$ cat src/rtl/reset_sequencer.sv
// -----------------------------------------------------------------------------
// reset_sequencer
//
// Staged reset controller for the Pong design. It synchronizes the release of
// the asynchronous board reset and then releases the subsystem resets one at a
// time, in ascending order:
//   stage 0 - VGA timing
//   stage 1 - game logic
//   stage 2 - score/display
// A synchronous soft-reset request (new game / serve) re-runs the whole
// sequence. sys_ready reports that every stage is out of reset.
//
// Optional feature (macro RESET_SEQ_ACK_WAIT_EN):
//   Each release after the first also waits for the previous stage to
//   acknowledge through stage_ack[index]. A stage that does not acknowledge
//   within ACK_TIMEOUT cycles sets its sticky fault bit, and the sequence
//   advances anyway. Without the macro, stage_ack is ignored, fault is tied
//   to 0, and every release is timed by GAP_CYCLES alone.
//
// Ports:
//   clk           in   system clock
//   reset         in   board reset, asynchronous, active-high
//   soft_rst_req  in   single-cycle synchronous request to re-run the sequence
//   stage_ack     in   [NUM_STAGES] per-stage "out of reset OK" level
//   stage_rst     out  [NUM_STAGES] per-stage reset, active-high, registered
//   sys_ready     out  all stages released and sequence complete, registered
//   busy          out  sequencer in HOLD or RELEASE, registered
//   fault         out  [NUM_STAGES] sticky per-stage ack-timeout flags
// -----------------------------------------------------------------------------
module reset_sequencer #(
   parameter int NUM_STAGES  = 3,
   parameter int HOLD_CYCLES = 16,
   parameter int GAP_CYCLES  = 4,
   parameter int ACK_TIMEOUT = 1024
) (
   input  logic                  clk,
   input  logic                  reset,
   input  logic                  soft_rst_req,
   input  logic [NUM_STAGES-1:0] stage_ack,
   output logic [NUM_STAGES-1:0] stage_rst,
   output logic                  sys_ready,
   output logic                  busy,
   output logic [NUM_STAGES-1:0] fault
);

   // The counter has to reach the largest limit it is compared against.
   localparam int CNT_MAX_A = (HOLD_CYCLES > GAP_CYCLES) ? HOLD_CYCLES : GAP_CYCLES;
   localparam int CNT_MAX   = (CNT_MAX_A > ACK_TIMEOUT) ? CNT_MAX_A : ACK_TIMEOUT;
   localparam int CNT_W     = $clog2(CNT_MAX + 1);
   localparam int IDX_W     = (NUM_STAGES > 1) ? $clog2(NUM_STAGES) : 1;

   typedef enum logic [1:0] {
      ST_HOLD    = 2'd0,
      ST_RELEASE = 2'd1,
      ST_RUN     = 2'd2
   } state_t;

   state_t                  state_reg;
   logic [CNT_W-1:0]        cnt_reg;
   logic [CNT_W-1:0]        cnt_next;
   logic [IDX_W-1:0]        idx_reg;
   logic [NUM_STAGES-1:0]   stage_rst_reg;
   logic                    sys_ready_reg;
   logic                    busy_reg;
   logic [1:0]              sync_reg;
   logic                    rst_sync;
   logic                    advance;
   logic                    set_fault;
   logic [NUM_STAGES-1:0]   release_mask;
   logic [NUM_STAGES-1:0]   index_mask;

   // Release synchronizer. Clearing is asynchronous. The set value takes two
   // clk edges to propagate, so the FSM starts counting on the 3rd edge after
   // the board reset deasserts.
   always_ff @(posedge clk or posedge reset) begin
      if (reset) begin
         sync_reg <= 2'b00;
      end else begin
         sync_reg <= {sync_reg[0], 1'b1};
      end
   end

   assign rst_sync = ~sync_reg[1];

   // release_mask selects the stage that follows the current index.
   // index_mask selects the current index, which is used for fault capture.
   assign release_mask[0] = 1'b0;
   assign index_mask[0]   = (idx_reg == IDX_W'(0));
   generate
      for (genvar gi = 1; gi < NUM_STAGES; gi++) begin : g_masks
         assign release_mask[gi] = (idx_reg == IDX_W'(gi - 1));
         assign index_mask[gi]   = (idx_reg == IDX_W'(gi));
      end
   endgenerate

`ifdef RESET_SEQ_ACK_WAIT_EN
   logic [NUM_STAGES-1:0] fault_reg;
   logic                  ack_now;
   logic                  timed_out;

   always_comb begin
      ack_now   = stage_ack[idx_reg];
      // The counter saturates at ACK_TIMEOUT. It never sits there in practice,
      // because reaching the timeout forces an advance.
      if (cnt_reg >= CNT_W'(ACK_TIMEOUT)) begin
         cnt_next = cnt_reg;
      end else begin
         cnt_next = cnt_reg + CNT_W'(1);
      end
      timed_out = (cnt_next >= CNT_W'(ACK_TIMEOUT));
      advance   = ((cnt_next >= CNT_W'(GAP_CYCLES)) && ack_now) || timed_out;
      // A fault is flagged only when the timeout forces the advance. An ack
      // that arrives on the timeout edge still counts as success.
      set_fault = timed_out && !ack_now;
   end

   assign fault = fault_reg;
`else
   logic unused_ack;

   assign unused_ack = ^stage_ack;

   always_comb begin
      cnt_next  = cnt_reg + CNT_W'(1);
      advance   = (cnt_next >= CNT_W'(GAP_CYCLES));
      set_fault = 1'b0;
   end

   assign fault = '0;
`endif

   always_ff @(posedge clk or posedge reset) begin
      if (reset) begin
         state_reg     <= ST_HOLD;
         cnt_reg       <= '0;
         idx_reg       <= '0;
         stage_rst_reg <= '1;
         sys_ready_reg <= 1'b0;
         busy_reg      <= 1'b1;
`ifdef RESET_SEQ_ACK_WAIT_EN
         fault_reg     <= '0;
`endif
      end else begin
         case (state_reg)
            ST_HOLD: begin
               // soft_rst_req is ignored here. The hold count keeps running.
               if (rst_sync) begin
                  cnt_reg <= '0;
               end else if (cnt_next == CNT_W'(HOLD_CYCLES)) begin
                  stage_rst_reg[0] <= 1'b0;
                  idx_reg          <= '0;
                  cnt_reg          <= '0;
                  state_reg        <= ST_RELEASE;
               end else begin
                  cnt_reg <= cnt_next;
               end
            end

            ST_RELEASE, ST_RUN: begin
               // A soft reset takes priority over any advance on the same edge.
               if (soft_rst_req) begin
                  state_reg     <= ST_HOLD;
                  cnt_reg       <= '0;
                  idx_reg       <= '0;
                  stage_rst_reg <= '1;
                  sys_ready_reg <= 1'b0;
                  busy_reg      <= 1'b1;
               end else if (state_reg == ST_RELEASE) begin
                  if (advance) begin
`ifdef RESET_SEQ_ACK_WAIT_EN
                     if (set_fault) begin
                        fault_reg <= fault_reg | index_mask;
                     end
`endif
                     cnt_reg <= '0;
                     if (idx_reg == IDX_W'(NUM_STAGES - 1)) begin
                        sys_ready_reg <= 1'b1;
                        busy_reg      <= 1'b0;
                        state_reg     <= ST_RUN;
                     end else begin
                        stage_rst_reg <= stage_rst_reg & ~release_mask;
                        idx_reg       <= idx_reg + IDX_W'(1);
                     end
                  end else begin
                     cnt_reg <= cnt_next;
                  end
               end
            end

            default: begin
               state_reg <= ST_HOLD;
            end
         endcase
      end
   end

   // Without the ack-wait feature, set_fault and index_mask have no sink.
   // Folding them in here keeps them from being reported as unused.
`ifndef RESET_SEQ_ACK_WAIT_EN
   logic unused_fault_path;

   assign unused_fault_path = set_fault | (^index_mask);
`endif

   assign stage_rst = stage_rst_reg;
   assign sys_ready = sys_ready_reg;
   assign busy      = busy_reg;

endmodule

$ cat config.mk
export PLATFORM = sky130hd
export DESIGN_NAME = reset_sequencer
export DESIGN_NICKNAME = d
export VERILOG_FILES = /design/src/rtl/reset_sequencer.sv
export SDC_FILE = /design/constraint.sdc
export NUM_CORES = 1
export LEC_CHECK = 0
export BUFFER_PORTS_ARGS = -buffer_cell sky130_fd_sc_hd__buf_4
export CELL_PAD_IN_SITES_DETAIL_PLACEMENT = 0
export CELL_PAD_IN_SITES_GLOBAL_PLACEMENT = 2
export CORE_MARGIN = 2
export CORE_UTILIZATION = 33
export CTS_CLUSTER_DIAMETER = 50
export CTS_CLUSTER_SIZE = 28
export DETAILED_ROUTE_END_ITERATION = 7
export PLACE_DENSITY = 0.84
export SLEW_MARGIN = 20
export SYNTH_ARGS = -nofsm -noshare
export SYNTH_HDL_FRONTEND = slang
export SYNTH_SLANG_ARGS = --single-unit
$ cat constraint.sdc
create_clock -name clk -period 2.6 [get_ports clk]
set_clock_uncertainty 0.1 [all_clocks]
set_input_delay 0.52 -clock clk [delete_from_list [all_inputs] [get_ports clk]]
set_output_delay 0.52 -clock clk [all_outputs]
set_load 0.005 [all_outputs]
After elaboration in Yosys (flattened, before gate mapping)
Index checks and enable logic that the tools add are counted.
- register bits: 22
- latch bits: 0
- bits in writable memories: 0
- bits in read-only memories: 0
- bits of input ports: 6
- output and inout bits: 8
- word-level logic and storage cells: 72
- memories: 0
- $add $sub $neg: 2
- multipliers: 0
- div/mod/pow operators: 0
- $lt $le $gt $ge: 1
- equality and inequality tests: 12
- shift-type cells: 0
- multiplexer cells: 35
- bitwise logic cells: 2
- reductions and logical operators: 12
- operator list (operator ; number):
    11-bit 2-to-1 mux ; 5
    2-bit 2-to-1 mux ; 12
    11-bit one-hot mux with 2 select lines ; 1
    3-bit 2-to-1 mux ; 4
    3-bit inequality test (second input constant) ; 4
    11-bit by 1-bit adder with 11-bit output (second input constant) ; 1
    11-bit by 5-bit == test with 1-bit output (second input constant) ; 1
    11-bit by 3-bit greater-or-equal comparator with 1-bit output (second input constant) ; 1
    1-bit 2-to-1 mux ; 10
    2-bit one-hot mux with 2 select lines ; 2
    4-bit AND reduction ; 2
    2-bit nonzero test ; 4
    2-bit inequality test (second input constant) ; 3
    6-bit AND reduction ; 1
    5-bit AND reduction ; 1
    2-bit by 1-bit == test with 1-bit output (second input constant) ; 2
    2-bit == test (second input constant) ; 2
    2-bit logical NOT ; 2
    3-bit bitwise AND ; 1
    3-bit NOT ; 1
    2-bit by 1-bit adder with 2-bit output (second input constant) ; 1
    1-bit one-hot mux with 2 select lines ; 1
    2-bit AND reduction ; 1
    2-bit OR reduction ; 1

Longest topological paths before layout
- depth in word-level cells: 8
- gate-level depth with buffers: 9
- gate-level depth less buffers: 8

Least setup slack after synthesis
OpenSTA, ideal clock, no wires.
- path kind: flip-flop to flip-flop
- from: register cnt_reg[1]
- to: register cnt_reg[9]
- library setup time: 0.122 ns
- arrival: 2.247 ns
- required time: 2.378 ns
- setup slack: 0.131 ns
- cell stages (with the launch flop): 9
- path buffers: 1
- period minus slack after synthesis: 2.469 ns
- cells stage by stage: dfrtp_1 ha_1 buf_2 nand4_1 nor4b_2 o32ai_1 o221ai_1 a21o_1 a32o_1
- word-level cells in the longest chain between the ends: 6
- elaborated cells between the ends (all ways): 9
- classes of those cells: add/sub (1); order compare (1); eq/ne (1); mux (6)
- RTL lines (item ; line ; text):
    start, declared ; 59 ; logic [CNT_W-1:0] cnt_reg;
    start signal, assigned ; 155 ; cnt_reg <= cnt_next;
    start signal, assigned ; 185 ; cnt_reg <= cnt_next;
    11-bit by 1-bit adder with 11-bit output * ; 124 ; cnt_next = cnt_reg + CNT_W'(1);
    11-bit by 3-bit greater-or-equal comparator with 1-bit output ; 125 ; advance = (cnt_next >= CNT_W'(GAP_CYCLES));
    11-bit 2-to-1 mux ; 169 ; if (advance) begin
    11-bit 2-to-1 mux ; 168 ; end else if (state_reg == ST_RELEASE) begin
    11-bit 2-to-1 mux ; 161 ; if (soft_rst_req) begin
    11-bit one-hot mux with 2 select lines * ; 144 ; case (state_reg)
Mark *: on every way between the ends. The rest lies on a longest branch, timed or not. The select of a mux whose other input is x is not followed.
A chain may end at the register's enable or synchronous reset.

Worst setup path after layout
- from: register cnt_reg[10]
- to: register idx_reg[1]
- word-level cells in the longest chain between the ends: 4
- elaborated cells between the ends (all ways): 6
- classes of those cells: add/sub (1); order compare (1); eq/ne (3); reduce/logical (1)
- RTL lines (item ; line ; text):
    11-bit by 1-bit adder with 11-bit output * ; 124 ;
    11-bit by 3-bit greater-or-equal comparator with 1-bit output / 11-bit by 5-bit == test with 1-bit output (equally long branches) ; 125, 149 ;
    3-bit inequality test (no source line) / 2-bit inequality test (equally long branches) ; n/a ;
    6-bit AND reduction (no source line) * ; n/a ;
    end signal, assigned ; 182 ; idx_reg <= idx_reg + IDX_W'(1);
    end, declared ; 61 ; logic [IDX_W-1:0] idx_reg;
Mark *: on every way between the ends. The rest lies on a longest branch, timed or not.

==> summary.txt <==
STA
  – Setup TNS: 0 ns
  – Final setup violating endpoints: 0
  – Final hold vios: 0
  – Slew HR: 41.9%
  – Peak Freq: approximately 0.40 GHz
  – Worst-Margin Slew: just under 0.9 ns
  – RSZ-0062 raised after global routing: true
  – Tcrit/Tclk final: between 90% and 100%
  – Fin crit period: 2.50 ns
  – Slew Limit Fails: 0

Setup path
  – Critical path origin: cnt_reg[10]
  – CP Launch Type: flop
  – Crit end category: flop
  – Critical path data arrival time: 2.59 ns
  – R2R Path Start: cnt_reg[10]
  – R2R cell count: 6
  – Worst setup path end: idx_reg[1]
  – Crit Path Class: flop to flop
  – Largest fanout on the critical path: 6
  – RR Endpoint: idx_reg[1]
  – FF-to-FF setup slack: 0.10 ns
  – Critical Path RT: 2.69 ns

Clocking
  – Clock transition at path regs: about 0.080 ns
  – CTS sink cnt: 22
  – CTS Buf Count: 3
  – H-tree depth: 1
  – Setup Fix Bufs, Post-CTS: 0
  – TritonCTS clock tree: done
  – Root Buffer Master: clkbuf_8
  – Maximum clock path buffer count: 2
  – Worst-Skew Late Latency: about 0.27 ns

Finish
  – Diodes inserted: 0
  – FF+latch area: around 560 µm²
  – Fraction of layout cells with a size suffix above 1: 24.9%
  – Fillers: 477
  – Number of nets in the layout: 207
  – Syn-to-layout area delta: 16.0%
  – Max FFs per register: 11
  – Finished Core Util: 39.5%
  – Area of the multi-input gates: approximately 970 µm²

Min path
  – Worst Hold Class: flop to flop
  – Hold_sp: sync_reg[0]
  – Hold path cells: 0

Drt
  – Final WL: 3880 µm
  – Via count: 1,403
  – DR WL/cell: around 15 µm
  – DRT Pass-1 Iters: 4
  – # DRC: 0
  – Vias per std cell: about 5.4
  – Starting DRT DRC Count: a little under 60
  – Antenna Violating Nets Remaining: 0

Place
  – Buffers added on ports: 7
  – Global placement routability congestion: approximately 0.83
  – Hpwl dp: 2760 µm

Yosys
  – Syn_area_per_cell: just under 9 µm²
  – Yosys warns: 0
  – Synth cell types: 60
  – Post-synth top area cell: dfrtp_1
  – Most frequent cell after synthesis: dfrtp_1
  – Syn Inst Count: 180
  – Main flop type after synthesis: dfrtp_1
  – FF+latch count, synth: 22
  – Top post-synthesis cells by area: dfrtp_1, dfstp_2, ha_1
  – Post-synth EDFFs: 0
  – Ys async rst share: 100%
  – Commonest cells post-synth: dfrtp_1, a21oi_1, inv_1, nand3_1, nor2_1
  – Post-synthesis sequential area ratio: about a third
  – Mapped Area: ~1600 µm²
  – Synth top area share: about 28%

Power and ir drop
  – IR drop worst, VDD: 0.000227 V
  – Leak Pwr: ~0.00076 µW
  – P per Cell Area: about 340 nW/µm²

Flow run
  – Max-cap violations: 0

Global routing
  – Overflow after GRT: 0
  – Largest net degree at the start of global routing: 23
  – Initial antenna violation count: 0
  – First-pass GRT wire length: 6400 µm
  – Global-route usage over all layers: between 15 and 20%
  – Vias in the first global route: ~1,400

Floorplanning
  – IO Count: 14
  – Die Span Y: roughly 74 µm
  – Cell Rows: 25
  – Die area: roughly 5500 µm²
  – Die W: 73.9 µm
  – Core area: ~4700 µm²
  – Initial core utilization: 34.1%

Status
  – Run status: complete, no violations
==> critical path, stage by stage, from the launching register on <==
cell      delay, ns
dfrtp_1        0.42
or4_4          0.59
a311oi_4       0.34
o32a_2         0.23
o211ai_4       0.12
a2111o_1       0.45
o22ai_1        0.16
==> layout make-up <==
class,instances,area share (%)
clock buffer,4,2.41
inverter,12,2.41
multi-input combinational,133,52.0
sequential,22,29.8
tap,67,4.49
timing repair buffer,22,8.84
==> through the flow <==
step,area (µm²),instances,worst slack [ns],hold WS [ns],total power [µW]
floorplan,1620,182,0.131,0.231,398
global placement,1760,256,0.103,0.233,413
detailed placement,1760,256,0.0536,0.241,414
CTS,1810,260,0.0428,0.267,644
global route,1870,260,-0.0284,0.282,663
finish,1870,260,0.101,0.257,641
==> power by group <==
group	internal, µW	switching (µW)
registers	348	5.89
clock network	110	122
logic	19.5	36.8
total	477	164
==> layout by cell type (no fill, tap or decap), drive strengths merged, types with 5 or more instances in the layout <==
cell type,n
nor2,12
a31oi,5
nand2,11
dfrtp,18
o21ai,10
nand3,12
nor4,6
buf,22
ha,7
a21oi,17
inv,12
==> how the worst min path moves through the flow <==
stage	slack [ns]	endpoint
2_1_floorplan	0.23	sync_reg[1]
3_3_place_gp	0.23	sync_reg[1]
3_5_place_dp	0.24	sync_reg[1]
4_1_cts	0.27	sync_reg[1]
5_1_grt	0.28	sync_reg[1]
6_report	0.26	sync_reg[1]
==> cells by family after synthesis <==
group           Yosys count  share of synthesized area (%)
fa+ha+maj                 7                           5.44
mux                       3                           1.86
other cells               2                          0.466
buf+inv                  27                           9.25
compound gates           54                           24.3
xor+xnor                  1                          0.544
simple gates             64                           23.6
flops                    22                           34.5
==> layer usage <==
layer / share of wire [%] / track usage [%]
met4: 1.3 / 4.85
met5: 0 / 0
met3: 3.9 / 2.47
met2: 49 / 26.7
met1: 46 / 18.9
==> repair_timing <==
action                                 in CTS  in global routing
setup endpoints to repair                   0                  4
hold buffers                                0                  0
resized for setup                           0                  8
endpoints found under the hold margin       0                  0
No activity file was read; power rests on OpenSTA's default activity.
